<file path="src/rtl/motor_pwm_driver.sv">
// Slew-limited PWM motor driver: ramps the applied duty toward the commanded speed
// once per PWM period, and latches power-stage faults until explicitly cleared.
module motor_pwm_driver #(
  parameter int PRESCALE  = 4,
  parameter int RAMP_STEP = 8
) (
  input  logic       clk,
  input  logic       rst,
  input  logic       en,
  input  logic [7:0] speed,
  input  logic       fault,
  input  logic       fault_clr,
  output logic       pwm_out,
  output logic [7:0] duty,
  output logic       period_start,
  output logic       busy,
  output logic       fault_flag,
  output logic [1:0] state
);

  typedef enum logic [1:0] {
    S_IDLE  = 2'd0,
    S_RAMP  = 2'd1,
    S_RUN   = 2'd2,
    S_FAULT = 2'd3
  } state_e;

  localparam int            PW         = (PRESCALE > 1) ? $clog2(PRESCALE) : 1;
  localparam logic [PW-1:0] PRESC_LAST = PW'(PRESCALE - 1);
  localparam logic [8:0]    STEP9      = 9'(RAMP_STEP);

  state_e        state_q, state_d;
  logic [PW-1:0] presc_q, presc_d;
  logic [7:0]    cnt_q, cnt_d;
  logic [7:0]    duty_q, duty_d;
  logic          pwm_q, pwm_d;
  logic          period_start_q, period_start_d;
  logic          busy_q, busy_d;
  logic          fault_flag_q, fault_flag_d;

  logic          active_q, active_d, tick, boundary;
  logic [7:0]    stepped;

  // 9-bit arithmetic so the step saturates at the target instead of wrapping.
  function automatic logic [7:0] step_toward(input logic [7:0] cur, input logic [7:0] tgt);
    logic [8:0] up;
    logic [8:0] down;
    up   = {1'b0, cur} + STEP9;
    down = {1'b0, cur} - STEP9;
    if (tgt > cur)
      return (up > {1'b0, tgt}) ? tgt : up[7:0];
    else if (tgt < cur)
      return (down[8] || (down < {1'b0, tgt})) ? tgt : down[7:0];
    else
      return cur;
  endfunction

  always_comb begin
    // NOTE: every signal gets a default first, so no path through the
    // case/if tree leaves a variable unassigned and infers a latch.
    active_q = (state_q == S_RAMP) || (state_q == S_RUN);
    tick     = active_q && (presc_q == PRESC_LAST);
    boundary = tick && (cnt_q == 8'hFF);
    stepped  = step_toward(duty_q, speed);

    presc_d  = '0;
    cnt_d    = '0;
    if (active_q) begin
      presc_d = (presc_q == PRESC_LAST) ? '0 : presc_q + 1'b1;
      cnt_d   = tick ? cnt_q + 8'd1 : cnt_q;
    end

    state_d = state_q;
    duty_d  = duty_q;
    if (fault) begin
      state_d = S_FAULT;
      duty_d  = 8'd0;
    end else begin
      unique case (state_q)
        S_IDLE: begin
          duty_d = 8'd0;
          if (en) state_d = S_RAMP;
        end
        S_RAMP: begin
          if (!en) begin
            state_d = S_IDLE;
            duty_d  = 8'd0;
          end else if (boundary) begin
            duty_d = stepped;
            if (stepped == speed) state_d = S_RUN;
          end
        end
        S_RUN: begin
          if (!en) begin
            state_d = S_IDLE;
            duty_d  = 8'd0;
          end else if (boundary && (speed != duty_q)) begin
            state_d = S_RAMP;
            duty_d  = stepped;
          end
        end
        S_FAULT: begin
          duty_d = 8'd0;
          if (fault_clr) state_d = S_IDLE;
        end
        default: state_d = S_IDLE;
      endcase
    end

    // Output stage looks at the next state so a fault or disable silences pwm on the same edge.
    active_d       = (state_d == S_RAMP) || (state_d == S_RUN);
    pwm_d          = active_d && (cnt_q < duty_q);
    period_start_d = boundary && active_d;
    busy_d         = (state_d == S_RAMP);
    fault_flag_d   = (state_d == S_FAULT);
  end

  // NOTE: sequential state uses non-blocking assignments so every flop samples
  // the pre-edge values, independent of statement order.
  always_ff @(posedge clk or negedge rst) begin
    if (!rst) begin
      state_q        <= S_IDLE;
      presc_q        <= '0;
      cnt_q          <= '0;
      duty_q         <= '0;
      pwm_q          <= 1'b0;
      period_start_q <= 1'b0;
      busy_q         <= 1'b0;
      fault_flag_q   <= 1'b0;
    end else begin
      state_q        <= state_d;
      presc_q        <= presc_d;
      cnt_q          <= cnt_d;
      duty_q         <= duty_d;
      pwm_q          <= pwm_d;
      period_start_q <= period_start_d;
      busy_q         <= busy_d;
      fault_flag_q   <= fault_flag_d;
    end
  end

  assign pwm_out      = pwm_q;
  assign duty         = duty_q;
  assign period_start = period_start_q;
  assign busy         = busy_q;
  assign fault_flag   = fault_flag_q;
  assign state        = state_q;

endmodule

</file>
<file path="config.mk">
export PLATFORM = sky130hd
export DESIGN_NAME = motor_pwm_driver
export DESIGN_NICKNAME = d
export VERILOG_FILES = /design/src/rtl/motor_pwm_driver.sv
export SDC_FILE = /design/constraint.sdc
export NUM_CORES = 1
export LEC_CHECK = 0
export ABC_AREA = 1
export ABC_CLOCK_PERIOD_IN_PS = 3600
export CAP_MARGIN = 10
export CORE_ASPECT_RATIO = 0.7
export CORE_MARGIN = 5
export CORE_UTILIZATION = 52
export DETAILED_ROUTE_END_ITERATION = 16
export GPL_TIMING_DRIVEN = 0
export PLACE_DENSITY = 0.77
export SLEW_MARGIN = 5
export SYNTH_ARGS = -nofsm -noshare
export SYNTH_HDL_FRONTEND = slang
export SYNTH_SLANG_ARGS = --single-unit
</file>
<file path="constraint.sdc">
create_clock -name clk -period 3.6 [get_ports clk]
set_clock_uncertainty 0.05 [all_clocks]
set_input_delay 0.36 -clock clk [delete_from_list [all_inputs] [get_ports clk]]
set_output_delay 0.36 -clock clk [all_outputs]
set_load 0.03 [all_outputs]
</file>
==> run_results.csv, run 1 <==
group,metric,value,unit
status,outcome,"finished with violations",
status,failed_checks,"setup timing",
cts,cts_buffer_depth,2,
synth,yosysTopAreaCellShare,23.0,%
synth,synth_ff_type,"dfrtp_1",
pwr,pwr-share-comb,57.0,%
synth,synth_nets,426,
timing,hold_slack,405,ps
synth,netlist_instances,376,
synth,ys_seq_area_share,23.0,%
worst_setup_path,required,3710,ps
die,initial_core_util,54.1,%
routing,ant_nets,0,
routing,remaining_drc_errors,0,
synth,synth.avg_cell_area,6.95,um2
worst_setup_path,endpoint_kind,"flip-flop",
grt,grt_first_pass_wirelength,11800,um
layout,drive_above_1_share,30.7,%
routing,wire_per_inst,16.0,um
placement,dpl.hpwl,5240,um
pwr,p_leak,1.71,nW
placement,gp_congestion,0.902,
run,maxCapViolCount,0,
timing,drv_slew,0,
pwr,p_seq_share,28.9,%
routing,wl,8000,um
synth,synth_edf_count,0,
routing,drt-initial-drc-count,318,
cts,numCtsBuffers,3,
cts,cts_tree,"built",
worst_setup_path,worstPathMaxFanout,5,
layout,n_antenna_cell,0,
worst_setup_path,slowest_stage,"dfrtp_2",
worst_setup_path,crit_type,"flip-flop to flip-flop",
die,io_pins,27,
timing,fin_ws,-126,ps
grt,grt_pass1_vias,2486,
synth,synth_top_cell_by_area,"dfrtp_1",
timing,post-route-period-util,103,%
synth,synthArstFlopShare,100,%
timing,grt_setup_unrepaired,"yes",
cts,htreeDepth,1,
timing,slew-limit-headroom,30.3,%
timing,fin_crit,3730,ps
timing,finalHoldViolations,0,
routing,dr_total_vias,2799,
synth,yosysWarningCount,0,
layout,multiInputGateArea,1980,um2
pwr,ir_worst_vdd,0.161,mV
die,core_area,4830,um2
grt,antenna_found_initial,0,
die,num_rows,21,
grt,grt_usage,22.2,%
timing,worst_pin_slew,1040,ps
synth,synth_area,2620,um2
routing,firstDrtPassIters,5,
routing,drt-vias-per-instance,5.61,
pwr,pwr-share-clk,14.2,%
worst_setup_path,arrival,3830,ps
worst_setup_path,cp-start-kind,"flip-flop",
pwr,p_switching,0.473,mW
layout,area_delta_synth_final,34.4,%
grt,grt_start_max_net_pins,25,
cts,postCtsHoldBufs,0,
synth,synthDistinctLibCells,38,
layout,nFillCells,379,
synth,ys_ff_latch,24,
cts,clk_pin_slew,80,ps
worst_setup_path,max_stage_delay,480,ps
die,fp.dieW,94.8,um
placement,portBuffers,26,
timing,setup_viol,3,
grt,grt_overflow,0,
die,die_h,69.3,um
pwr,power_switching_share,42.9,%
layout,layout.area.seq,603,um2
pwr,power_density,314,nW/um2
synth,yosys-top-cells-area,"dfrtp_1 23%, ha_1 18%, nand2_1 14%, nand3_1 9.4%, inv_1 5.3%",
cts,clock_latency,270,ps
die,dieArea,6570,um2
worst_setup_path,cp_common_cell,"nand2_1",
timing,fmax,268,MHz
worst_hold_path,min_path_type,"flip-flop to flip-flop",
cts,cts.sink_count,24,
layout,nets,482,
cts,cts-root-buf,"clkbuf_8",
timing,tns,-203,ps
pwr,p_int,0.629,mW
## path summary, 6_finish.rpt
check / startpoint / endpoint / slack (ps) / cells past startpoint
worst max-delay path: duty[4] / pwm_out / -130 / 29
worst min-delay path: presc_q[0] / presc_q[0] / 400 / 1
worst max register to register: duty[4] / pwm_out / -130 / 29
worst min register to register: presc_q[0] / presc_q[0] / 400 / 1
max in group asynchronous: rst / duty[3] / 2190 / 1
min in group asynchronous: rst / state[0] / 610 / 1
## worst max-delay path: cells and delay by family (launching register included)
kind,cells,cell delay [ps]
simple gates,18,1430
xor+xnor,1,170
flops,1,480
compound gates,3,450
fa+ha+maj,2,570
buf+inv,5,450
## flip-flops by register name, indices dropped and copies added (netlist names)
register,flops
pwm_out,1
duty,8
period_start,1
cnt_q,8
busy,1
fault_flag,1
state,2
presc_q,2
## final cells by class
class / instances / share of cell area, %
Clock buffer: 3 / 1.17
Inverter: 61 / 6.80
Tap cell: 69 / 2.46
Timing Repair Buffer: 51 / 13.8
Multi-Input combinational cell: 283 / 56.4
Buffer: 8 / 2.24
Sequential cell: 24 / 17.2
## cell usage after synthesis (2+ instances only)
cell type / number
nand2_4: 2
xor2_1: 6
nor4_1: 2
o21ai_1: 6
nand2_2: 5
inv_1: 37
nand3_2: 4
a21oi_1: 15
nor2_1: 20
nor3_1: 2
dfrtp_1: 24
nand3_4: 2
ha_1: 37
buf_4: 2
nand2_1: 99
o22ai_1: 9
o21ai_0: 10
buf_6: 3
nand3_1: 49
inv_2: 23
a21o_1: 2
## stage by stage
step	util [%]	instance area (um2)	instances	worst slack, ps	total power, mW
5_1_grt	72.7	3510	499	-353	1.18
6_report	72.7	3510	499	-126	1.10
2_1_floorplan	-	2620	376	1.76	0.644
3_5_place_dp	61.3	2960	471	-738	0.778
4_1_cts	66.2	3200	486	-6.50	0.993
3_3_place_gp	61.3	2960	471	-621	0.762
## power by group through the flow
stage / clock, mW / combinational (mW) / sequential [mW]
floorplan: 0 / 0.300 / 0.344
global placement: 0 / 0.442 / 0.320
detailed placement: 0 / 0.457 / 0.322
CTS: 0.159 / 0.518 / 0.316
global route: 0.171 / 0.684 / 0.321
finish: 0.156 / 0.628 / 0.318
## logic make-up (layout without fill, tap and decap cells)
logic type               Yosys count  in the layout  share of synthesized area [%]
AND/OR/NAND/NOR                  192            192                           35.3
buffers and inverters             69            123                           11.5
AO/OA/AOI/OAI                     47             47                           10.1
adder cells (fa/ha/maj)           37             37                           17.7
flip-flops                        24             24                           23.0
XOR/XNOR                           7              7                           2.34
## cells in the final DEF, fill, tap and decap left out, drive strengths merged
| cell | Yosys | routed |
|---|---|---|
| a2111oi | 1 | 1 |
| o211ai | 1 | 1 |
| a21oi | 16 | 16 |
| o21ai | 16 | 16 |
| nand3b | 1 | 1 |
| clkdlybuf4s50 | 0 | 26 |
| nand3 | 55 | 55 |
| xnor2 | 1 | 1 |
| nand4 | 2 | 2 |
| inv | 60 | 60 |
| ha | 37 | 37 |
| nor2 | 22 | 22 |
| clkinv | 1 | 1 |
| clkbuf | 1 | 5 |
| o22ai | 9 | 9 |
| nor3 | 3 | 3 |
| a31oi | 1 | 1 |
| dfrtp | 24 | 24 |
| a21o | 2 | 2 |
| xor2 | 6 | 6 |
| nand2 | 106 | 106 |
| nor4 | 3 | 3 |
| buf | 7 | 31 |
| a21boi | 1 | 1 |
## per-layer routing
layer  vias up  part of all wire (%)  wire [um]  GRT usage (%)
met3        20                   9.9        790           3.36
met2       165                    44       3500           32.6
li1       1344                     -          -              -
met4         0                   2.5        197           4.16
met5         -                     0          0              0
met1      1270                    44       3510           34.1
## repair_timing
item                                    in CTS  in global routing
endpoints found under the setup margin       4                  5
pin swaps                                    9                 15
setup buffers                               12                 11
gates resized for setup                     20                 52
cloned                                       0                  2
(Power assumes the default switching activity.)
==> inputs of run 2 (changes only) <==
--- a/config.mk
+++ b/config.mk
@@ -9,7 +9,7 @@
 export ABC_CLOCK_PERIOD_IN_PS = 3600
 export CAP_MARGIN = 10
 export CORE_ASPECT_RATIO = 0.7
-export CORE_MARGIN = 5
+export CORE_MARGIN = 8
 export CORE_UTILIZATION = 52
 export DETAILED_ROUTE_END_ITERATION = 16
 export GPL_TIMING_DRIVEN = 0
==> run_results.csv, run 2 (synthesis results as in run 1) <==
group,metric,value,unit
cts,clock_latency,270,ps
layout,n_antenna_cell,0,
routing,dr_total_vias,2938,
routing,firstDrtPassIters,5,
timing,grt_setup_unrepaired,"yes",
worst_setup_path,worstPathMaxFanout,5,
status,outcome,"finished with violations",
timing,drv_slew,0,
die,dieArea,7590,um2
placement,portBuffers,26,
routing,drt-vias-per-instance,5.75,
cts,htreeDepth,1,
cts,cts-root-buf,"clkbuf_8",
pwr,p_leak,1.80,nW
routing,wl,8550,um
worst_setup_path,cp-start-kind,"flip-flop",
worst_setup_path,max_stage_delay,480,ps
worst_setup_path,required,3720,ps
timing,setup_viol,4,
status,failed_checks,"setup timing",
timing,hold_slack,332,ps
grt,grt_overflow,0,
worst_hold_path,min_path_type,"input pin to asynchronous set/reset pin",
layout,nets,494,
die,core_area,4810,um2
worst_setup_path,cp_common_cell,"nand2_1",
worst_setup_path,slowest_stage,"dfrtp_2",
die,fp.dieW,101,um
routing,ant_nets,0,
timing,tns,-295,ps
worst_setup_path,arrival,3880,ps
cts,numCtsBuffers,3,
placement,gp_congestion,0.916,
layout,final_cell_mix,"85 x nand2_1, 33 x nand3_1, 29 x inv_1",
timing,fin_crit,3760,ps
timing,post-route-period-util,105,%
worst_setup_path,crit_type,"flip-flop to flip-flop",
timing,fmax,266,MHz
grt,grt_first_pass_wirelength,12000,um
pwr,ir_worst_vdd,0.193,mV
layout,drive_above_1_share,34.4,%
grt,grt_pass1_vias,2567,
timing,finalHoldViolations,0,
grt,grt_usage,19.9,%
placement,dpl.hpwl,5240,um
cts,cts_tree,"built",
die,initial_core_util,54.4,%
timing,slew-limit-headroom,69.3,%
cts,clk_pin_slew,90,ps
layout,area_delta_synth_final,44.0,%
timing,worst_pin_slew,457,ps
layout,final_common_cell,"nand2_1",
grt,grt_start_max_net_pins,25,
cts,cts.sink_count,24,
timing,fin_ws,-164,ps
routing,drt-initial-drc-count,304,
die,io_pins,27,
worst_setup_path,endpoint_kind,"flip-flop",
die,num_rows,21,
run,maxCapViolCount,0,
routing,remaining_drc_errors,0,
die,die_h,75.3,um
routing,wire_per_inst,16.7,um
grt,antenna_found_initial,0,
pwr,power_density,312,nW/um2
cts,cts_buffer_depth,2,
cts,postCtsHoldBufs,0,
run 2: cell types whose count changed in the layout (fill, tap and decap cells not counted), sizes merged:
| cell | delta |
|---|---|
| clkbuf | -1 |
| buf | +13 |
run 2: what timing repair did:
item	4_1_cts	5_1_grt
setup endpoints to repair	4	6
gates cloned	1	1
hold endpoints to repair	0	0
pin swaps	17	20
resized for setup	31	67
buffers inserted	28	7
run 2: path summary, 6_finish.rpt:
path | start | end | slack, ps | depth (start not counted)
min | rst | duty[6] | 330 | 1
max in group asynchronous | rst | duty[3] | 2720 | 2
max reg2reg | duty[3] | pwm_out | -160 | 26
min reg2reg | presc_q[0] | presc_q[0] | 400 | 1
min in group clk | presc_q[0] | presc_q[0] | 400 | 1
max | duty[3] | pwm_out | -160 | 26
run 2: report_power, final:
| group | switching (mW) | internal [mW] |
|---|---|---|
| registers | 0.0201 | 0.296 |
| clock network | 0.0861 | 0.0750 |
| logic | 0.400 | 0.297 |
| total | 0.507 | 0.668 |
run 2: final cells by class:
type                       count  area (um2)
tap                           69        86.3
clock buffer                   3        41.3
fill                         333        1040
timing repair buffer          63         616
buffer                         8        82.6
sequential                    24         603
inverter                      61         241
multi-input combinational    283        2090
run 2: per-stage QoR:
step / setup slack, ps / power (mW) / std cells / utilization (%) / instance area, um2
after floorplan: 1.76 / 0.644 / 376 / - / 2620
after detailed placement: -708 / 0.775 / 471 / 61.6 / 2960
after CTS: 15.4 / 1.04 / 503 / 70.4 / 3390
after global placement: -598 / 0.764 / 471 / 61.6 / 2960
final: -164 / 1.17 / 511 / 78.3 / 3760
after global routing: -330 / 1.24 / 511 / 78.3 / 3760
run 2: layer usage:
layer | share of wire, % | GRT usage, %
met5 | 0 | 0
met4 | 2.6 | 4.17
met3 | 11 | 4.20
met2 | 43 | 31.0
met1 | 43 | 27.5
run 2: worst max-delay path, delay by kind of cell (launching register included):
family	cells	cell delay, ps
AND/OR/NAND/NOR	16	1530
adder cells (fa/ha/maj)	3	750
flip-flops	1	480
AO/OA/AOI/OAI	3	390
buffers and inverters	3	250
XOR/XNOR	1	210
